[config.mk]
export PLATFORM = sky130hd
export DESIGN_NAME = uart_tx_arbiter
export DESIGN_NICKNAME = d
export VERILOG_FILES = /design/src/rtl/uart_tx_arbiter.sv
export SDC_FILE = /design/constraint.sdc
export NUM_CORES = 1
export LEC_CHECK = 0
export BUFFER_PORTS_ARGS = -buffer_cell sky130_fd_sc_hd__buf_4
export CAP_MARGIN = 20
export CORE_MARGIN = 2
export CORE_UTILIZATION = 40
export CTS_CLUSTER_DIAMETER = 200
export CTS_CLUSTER_SIZE = 16
export DETAILED_ROUTE_END_ITERATION = 8
export GPL_TIMING_DRIVEN = 0
export HOLD_SLACK_MARGIN = 0.12
export MAX_ROUTING_LAYER = met4
export PLACE_DENSITY_LB_ADDON = 0.25
export SYNTH_ARGS = -nofsm -noshare
export SYNTH_HDL_FRONTEND = slang
export SYNTH_SLANG_ARGS = --single-unit
[constraint.sdc]
create_clock -name clk -period 3.9 [get_ports clk]
set_clock_uncertainty 0.2 [all_clocks]
set_input_delay 0.195 -clock clk [delete_from_list [all_inputs] [get_ports clk]]
set_output_delay 0.195 -clock clk [all_outputs]
set_load 0.01 [all_outputs]
[src/rtl/uart_tx_arbiter.sv]
// Round-robin arbiter that hands one uart_tx byte channel to one requester for a whole message.
// Define UART_ARB_ID_HEADER_EN to prefix every message with the byte HEADER_BASE | id.
module uart_tx_arbiter #(
  parameter int NUM_REQ = 4,
  parameter int DATA_WIDTH = 8,
  parameter int TIMEOUT_CYCLES = 1024,
  parameter logic [DATA_WIDTH-1:0] HEADER_BASE = 8'hA0
) (
  input  logic                          clk,
  input  logic                          reset_n,
  input  logic                          ena,
  input  logic [NUM_REQ*DATA_WIDTH-1:0] req_data,
  input  logic [NUM_REQ-1:0]            req_valid,
  input  logic [NUM_REQ-1:0]            req_last,
  output logic [NUM_REQ-1:0]            req_ready,
  output logic [DATA_WIDTH-1:0]         tx_data,
  output logic                          tx_valid,
  input  logic                          tx_ready,
  output logic [NUM_REQ-1:0]            grant,
  output logic                          busy,
  output logic                          abort
);

  localparam int IDW = $clog2(NUM_REQ);
  localparam int CW = (TIMEOUT_CYCLES > 0) ? $clog2(TIMEOUT_CYCLES + 1) : 1;
  localparam bit TO_EN = (TIMEOUT_CYCLES != 0);
  localparam logic [CW-1:0] CNT_MAX = CW'(TIMEOUT_CYCLES);
  localparam logic [CW-1:0] CNT_LAST = CW'(TIMEOUT_CYCLES - 1);

  typedef enum logic [1:0] {
    ST_IDLE   = 2'd0,
    ST_HDR    = 2'd1,
    ST_STREAM = 2'd2
  } state_t;

  state_t                  state_r;
  state_t                  state_n_s;
  logic [NUM_REQ-1:0]      grant_r;
  logic [IDW-1:0]          id_r;
  logic [IDW-1:0]          last_id_r;
  logic [CW-1:0]           cnt_r;
  logic                    busy_r;
  logic                    abort_r;

  logic                    pick_found_s;
  logic [IDW-1:0]          pick_id_s;
  logic [IDW-1:0]          cand_s;
  logic                    tx_valid_s;
  logic [DATA_WIDTH-1:0]   tx_data_s;
  logic [NUM_REQ-1:0]      req_ready_s;
  logic [DATA_WIDTH-1:0]   hdr_byte_s;
  logic                    hs_s;
  logic                    stall_s;
  logic                    timeout_s;
  logic                    start_s;

  assign hdr_byte_s = HEADER_BASE | DATA_WIDTH'(id_r);
  assign hs_s       = tx_valid_s & tx_ready;
  assign stall_s    = (state_r == ST_STREAM) & ~req_valid[id_r];
  assign timeout_s  = TO_EN && stall_s && (cnt_r == CNT_LAST);
  assign start_s    = (state_r == ST_IDLE) && (state_n_s != ST_IDLE);

  // Round-robin pick: scan downward so the nearest candidate after last_id wins.
  always_comb begin
    pick_found_s = 1'b0;
    pick_id_s    = '0;
    cand_s       = '0;
    for (int k = NUM_REQ; k >= 1; k--) begin
      cand_s       = IDW'((int'(last_id_r) + k) % NUM_REQ);
      pick_found_s = pick_found_s | req_valid[cand_s];
      pick_id_s    = req_valid[cand_s] ? cand_s : pick_id_s;
    end
  end

  // State register.
  always_ff @(posedge clk or negedge reset_n) begin
    if (!reset_n) begin
      state_r <= ST_IDLE;
    end else if (ena) begin
      state_r <= state_n_s;
    end
  end

  // Next-state logic; handshakes already include ena through tx_valid_s.
  always_comb begin
    state_n_s = state_r;
    case (state_r)
      ST_IDLE: begin
        if (ena && pick_found_s) begin
`ifdef UART_ARB_ID_HEADER_EN
          state_n_s = ST_HDR;
`else
          state_n_s = ST_STREAM;
`endif
        end else begin
          state_n_s = state_r;
        end
      end
      ST_HDR: begin
        if (hs_s) begin
          state_n_s = ST_STREAM;
        end else begin
          state_n_s = state_r;
        end
      end
      ST_STREAM: begin
        if (hs_s && req_last[id_r]) begin
          state_n_s = ST_IDLE;
        end else if (ena && timeout_s) begin
          state_n_s = ST_IDLE;
        end else begin
          state_n_s = state_r;
        end
      end
      default: begin
        state_n_s = ST_IDLE;
      end
    endcase
  end

  // Channel outputs: header byte or combinational pass-through of the owner.
  always_comb begin
    tx_valid_s  = 1'b0;
    tx_data_s   = '0;
    req_ready_s = '0;
    case (state_r)
      ST_HDR: begin
        tx_valid_s = ena;
        tx_data_s  = ena ? hdr_byte_s : '0;
      end
      ST_STREAM: begin
        tx_valid_s         = ena & req_valid[id_r];
        tx_data_s          = tx_valid_s ? req_data[int'(id_r)*DATA_WIDTH +: DATA_WIDTH] : '0;
        req_ready_s[id_r]  = ena & tx_ready;
      end
      default: begin
        tx_valid_s = 1'b0;
      end
    endcase
  end

  // Grant, owner id, round-robin pointer, stall counter and status flags.
  always_ff @(posedge clk or negedge reset_n) begin
    if (!reset_n) begin
      grant_r   <= '0;
      id_r      <= '0;
      last_id_r <= IDW'(NUM_REQ - 1);
      cnt_r     <= '0;
      busy_r    <= 1'b0;
      abort_r   <= 1'b0;
    end else if (ena) begin
      busy_r  <= (state_n_s != ST_IDLE);
      abort_r <= (state_r == ST_STREAM) && timeout_s;
      if (start_s) begin
        grant_r <= NUM_REQ'(1) << pick_id_s;
        id_r    <= pick_id_s;
      end else if ((state_r == ST_STREAM) && (state_n_s == ST_IDLE)) begin
        grant_r   <= '0;
        last_id_r <= id_r;
      end
      // Counter saturates at TIMEOUT_CYCLES; only an empty owner counts, not backpressure.
      if (start_s || hs_s) begin
        cnt_r <= '0;
      end else if (TO_EN && stall_s && (cnt_r != CNT_MAX)) begin
        cnt_r <= cnt_r + CW'(1);
      end
    end else begin
      abort_r <= 1'b0;
    end
  end

  assign tx_valid  = tx_valid_s;
  assign tx_data   = tx_data_s;
  assign req_ready = req_ready_s;
  assign grant     = grant_r;
  assign busy      = busy_r;
  assign abort     = abort_r & ena;

endmodule

# --- After elaboration in Yosys (flattened, before gate mapping) ---
# Index checks and enable logic that the tools add are counted.
word_totals:
  register_bits: 23
  in_bits: 44
  output_inout_bits: 19
classes:
  n_addsub: 5
  order_cmp: 6
  n_eq_ne: 4
  n_shift: 2
  n_mux: 33
  bitwise: 11
  reduce_logical: 19
ops:
  columns: ["op", "n"]
  rows:
  - ["32-bit by 6-bit variable part select with 8-bit output", 1]
  - ["11-bit two-way mux", 2]
  - ["2-bit two-way mux", 8]
  - ["8-bit two-way mux", 2]
  - ["8-bit one-hot mux with 2 select lines", 1]
  - ["2-bit by 3-bit < comparator with 1-bit output (second input constant)", 5]
  - ["1-bit binary-select mux with 2-bit select", 6]
  - ["4-bit two-way mux", 3]
  - ["11-bit by 1-bit adder with 11-bit output (second input constant)", 1]
  - ["11-bit by 10-bit == test with 1-bit output (second input constant)", 1]
  - ["11-bit inequality test (second input constant)", 1]
  - ["1-bit logical AND", 9]
  - ["1-bit two-way mux", 8]
  - ["2-bit one-hot mux with 3 select lines", 1]
  - ["2-bit AND reduction", 3]
  - ["2-bit nonzero test", 3]
  - ["1-bit AND", 5]
  - ["2-bit by 1-bit adder with 2-bit output (second input constant)", 2]
  - ["2-bit adder (second input constant)", 2]
  - ["4-bit AND", 1]
  - ["2-bit zero test", 2]
  - ["1-bit by 2-bit << shifter with 4-bit output (first input constant)", 1]
  - ["1-bit bitwise OR", 3]
  - ["3-bit AND reduction", 1]
  - ["other kinds (7)", 8]

# --- Depth between registers and ports, before layout ---
depth:
  depth_word: 14
  ltp_mapped: 10
  ltp_nobuf: 8

# --- Worst setup path after synthesis ---
# No wires, ideal clock.
synth_path:
  kind: "register -> register"
  from: "reg state_r[0]"
  to: "reg last_id_r[0]"
  arrival_ns: 2.504
  required_ns: 3.615
  setup_slack_ns: 1.111
  path_stages_with_launch: 10
  synth_period_minus_slack_ns: 2.789
  path_cell_list: "dfrtp_1 > inv_1 > ha_1 > clkbuf_1 > and4b_1 > a221o_1 > and3_1 > a2111o_1 > nand3_2 > mux2_1"
synth_rtl:
  columns: ["element", "line_no", "text"]
  rows:
  - ["start, declared", "36", "state_t state_r;"]
  - ["start signal, assigned", "80", "state_r <= state_n_s;"]
  - ["2-bit == test / 2-bit by 1-bit == test with 1-bit output (equally long branches)", "126", "case (state_r)"]
  - ["1-bit one-hot mux with 2 select lines (*)", "126", null]
  - ["net tx_valid", "17", "output logic tx_valid,"]
  - ["1-bit AND (*)", "58", "assign hs_s = tx_valid_s & tx_ready;"]
  - ["1-bit logical AND", "107", "if (hs_s && req_last[id_r]) begin"]
  - ["2-bit two-way mux", "107", null]
  - ["2-bit one-hot mux with 3 select lines (*)", "87", "case (state_r)"]
  - ["2-bit nonzero test", "61", "assign start_s = (state_r == ST_IDLE) && (state_n_s != ST_IDLE);"]
  - ["1-bit logical AND", "61", null]
  - ["1-bit NOT (no source line)", null, null]
  - ["3-bit AND reduction (no source line) (*)", null, null]
  - ["end signal, assigned", "147", "last_id_r <= IDW'(NUM_REQ - 1);"]
  - ["end signal, assigned", "159", "last_id_r <= id_r;"]
  - ["end, declared", "40", "logic [IDW-1:0] last_id_r;"]
# Mark *: on every way through the listed nets, which the timed path passes. The rest lies on a longest branch.
# A chain may end at the register's enable or synchronous reset.

# --- Worst setup path in the final report ---
layout_path:
  from: "reg state_r[0]"
  to: "reg cnt_r[7]"
layout_between:
  elab_chain_cells: 12
layout_rtl:
  columns: ["element", "line_no", "text"]
  rows:
  - ["2-bit == test", "59, 87, 126", null]
  - ["1-bit AND", "59", "assign stall_s = (state_r == ST_STREAM) & ~req_valid[id_r];"]
  - ["1-bit logical AND", "60", "assign timeout_s = TO_EN && stall_s && (cnt_r == CNT_LAST);"]
  - ["1-bit logical AND", "109", "end else if (ena && timeout_s) begin"]
  - ["2-bit two-way mux", "109", null]
  - ["2-bit two-way mux", "107", null]
  - ["2-bit one-hot mux with 3 select lines", "87", null]
  - ["2-bit nonzero test", "61", null]
  - ["1-bit logical AND", "61", null]
  - ["1-bit logical OR", "162", "if (start_s || hs_s) begin"]
  - ["2-bit nonzero test (no source line)", null, null]
  - ["2-bit AND reduction (no source line)", null, null]
  - ["end signal, assigned", "165", "cnt_r <= cnt_r + CW'(1);"]
  - ["end, declared", "41", "logic [CW-1:0] cnt_r;"]
# Parallel ways exist; a longest one is shown, timed or not.

==> results_dict.tcl <==
set metrics [dict create \
    power.density_nw_per_um2 487 \
    synth_fp_nets 239 \
    dp_worst_setup_slack_ps 855 \
    initial_core_util_pct 41.7 \
    fin_crit_sh_pct 80.2 \
    avgSynthCellArea_sq_um 9.60 \
    clk_path_buf_depth 2 \
    swShare_pct 39.4 \
    yosys_warnings 0 \
    rows 24 \
    htreeDepth 1 \
    grt_antenna_before_repair 0 \
    die_h_um 71.3 \
    gp_congestion 0.870 \
    slew_headroom_pct 59.0 \
    dieArea_sq_um 5090 \
    crit_arrival_ps 3100 \
    hpwl_mm 3.64 \
    fp.dieW_um 71.3 \
    drive_gt1_share_pct 34.8 \
    rsz0062_at_grt "no" \
    ff2ff_setup_slack_ps 770 \
    route.detailed.drc 0 \
    synth_flop_cell "dfrtp_1" \
    critical_path_peak_fanout 10 \
    final_cell_area_sq_um 2400 \
    ys_ff_latch 23 \
    io_pins 63 \
    rr_startpoint "state_r[0]" \
    synthArstFlopShare_pct 100 \
    drv_slew 0 \
    crit_path_end "cnt_r[7]" \
    wl_mm 4.56 \
    hold_viol 0 \
    cts-buffers-inserted 3 \
    areaGrowthSynthToFinish_pct 32.3 \
    yosysTopAreaCell "dfrtp_1" \
    layout_setup_ws_ps 772 \
    syn_inst 189 \
    synth_top_area_share_pct 29.0 \
    fmax_ghz 0.320 \
    path_clk_slew_ps 80 \
    nNetsFinal 307 \
    tns_ps 0 \
    grt_pass1_wl_mm 7.78 \
    outcome "completed" \
    cts_resized 0 \
    grt_max_degree 24 \
    avgViaCountPerCell 5.70 \
    finalSetupViolations 0 \
    grt_overflow 0 \
    io_buffers 62 \
    clock-root-buffer "clkbuf_8" \
    cap_viol_max_count 0 \
    antenna_cells 0 \
    route.vias.total 1756 \
    clock_latency_ps 260 \
    critPathLaunchType "register" \
    netlist_area_sq_um 1810 \
    tightestPinTransition_ps 615 \
    p_int_w 0.000708 \
    dr.pass1.iters 4 \
    power_switching_w 0.000461 \
    peakVddDrop_mv 0.249 \
    routedWlPerCell_um 14.8 \
    p_leak_nw 1.10 \
    reg2reg_depth 10 \
    design.core.area_sq_um 4350 \
    period_minus_slack_ps 3130 \
    ant_nets 0 \
    p_seq_share_pct 28.8 \
    synth_edf_count 0 \
    synth_cell_types 55 \
    crit_path_start "state_r[0]" \
    r2r-end "cnt_r[7]" \
    grt_pass1_vias 1687 \
    post_cts_buffers 0 \
    dpl_cell_area_sq_um 2340 \
    tritoncts "done" \
    clock-sinks 23 \
    hp-class "input pin to asynchronous set/reset pin" \
    drt-initial-drc-count 83 \
    worstSetupPathType "register to register" \
    p_clk_share_pct 12.3 \
    critPathCaptureType "register" \
    synth_seq_area_share_pct 31.9 \
    grt.total_usage_pct 19.5 \
    comb_power_share_pct 58.9 \
    required_ps 3880 \
    synth_top_cells_by_area "dfrtp_1 (29%), mux4_2 (9.9%), ha_1 (4.1%)" \
    ctsHoldBuffers 1 \
]
## power groups by stage
stage	sequential (W)	clock [W]	combinational, W
after global placement	0.000340	0	0.000683
after floorplan	0.000343	0	0.000485
after detailed placement	0.000342	0	0.000691
after global routing	0.000345	0.000160	0.000767
after CTS	0.000337	0.000148	0.000693
final	0.000337	0.000143	0.000689
## cell usage in the layout (no fill, tap or decap), drive strengths merged, types with 3 or more instances in the layout
cell    synthesis  routed
dfrtp          21      21
nor4            3       3
buf             4      66
clkbuf          5       8
a32o            4       4
o21ai          13      13
mux4            9       9
ha              6       6
nand3           9       9
inv            16      16
o22ai           3       3
a41oi           4       4
and3            5       5
nor2           11      11
nand4           4       4
a21oi           7       7
nand2          11      11
nor2b           5       5
nor3            6       6
mux2            5       5
## cell type report
cell class,count,area [sq um]
Buffer,9,43.8
Multi-Input combinational cell,141,1130
Tap cell,52,65.1
Timing Repair Buffer,63,475
Clock inverter,1,5.00
Inverter,16,60.1
Clock buffer,3,41.3
Sequential cell,23,578
Fill cell,392,1950
## Yosys cell counts (2+ instances only)
library cell,count
inv_1,16
a32o_1,3
a21oi_1,7
dfstp_2,2
and3_1,5
nor3b_1,2
clkbuf_1,5
o31ai_1,2
o2bb2ai_1,2
a22o_1,2
o211ai_1,2
nand2_1,11
mux2i_1,2
and4_1,2
mux2_1,2
ha_1,6
mux4_2,8
o21ai_0,12
a41oi_1,4
nand4_1,4
nand2b_1,2
buf_2,2
mux2_4,2
nand3_1,8
and2_1,2
dfrtp_1,21
o21a_1,2
xnor2_1,2
nor4_1,3
nor2_1,11
nor2b_1,5
nor3_1,5
o22ai_1,3
## metrics by stage
| stage | util (%) | instances | total power [W] | hold WS [ps] |
|---|---|---|---|---|
| 6_report | 55.1 | 308 | 0.00117 | 155 |
| 5_1_grt | 55.1 | 308 | 0.00127 | 187 |
| 4_1_cts | 55.1 | 308 | 0.00118 | 157 |
| 3_5_place_dp | 53.9 | 303 | 0.00103 | -98.3 |
| 3_3_place_gp | 53.9 | 303 | 0.00102 | -98.7 |
| 2_1_floorplan | - | 189 | 0.000828 | -301 |
## worst min-delay path by stage
stage	startpoint	to	slack (ps)	cells after the start
after floorplan	reset_n	abort_r	-300	0
after global placement	reset_n	cnt_r[3]	-100	1
after detailed placement	reset_n	cnt_r[3]	-100	1
after CTS	reset_n	cnt_r[5]	160	2
after global routing	reset_n	abort_r	190	2
final	reset_n	state_r[1]	150	2
## layer usage
metal / part of all wire [%] / global-route usage [%] / up-vias
li1: - / - / 862
met1: 43 / 24.9 / 832
met2: 48 / 31.3 / 56
met3: 7.9 / 3.52 / 6
met4: 1.5 / 6.71 / 0
met5: 0 / - / -
## kinds of logic after synthesis
group | share of synthesized area (%)
AND/OR/NAND/NOR | 20.2
AO/OA/AOI/OAI | 21.1
buffers and inverters | 5.72
flip-flops | 31.9
multiplexers | 16.0
adder cells (fa/ha/maj) | 4.14
XOR/XNOR | 0.966
## sequential cells by signal (all words and copies together) (netlist names)
register   count
cnt_r         11
busy           1
abort_r        1
grant          4
state_r        2
last_id_r      2
id_r           2
## critical path, stage by stage, from the launching register on
cell and delay (ps):
dfrtp_1 420, inv_1 130, ha_1 210, clkbuf_1 200
and4b_1 260, a221o_1 450, o2bb2ai_1 200, clkbuf_1 230
o21ai_1 480, o21ai_0 160, o21ai_0 110
(Power assumes the default switching activity.)
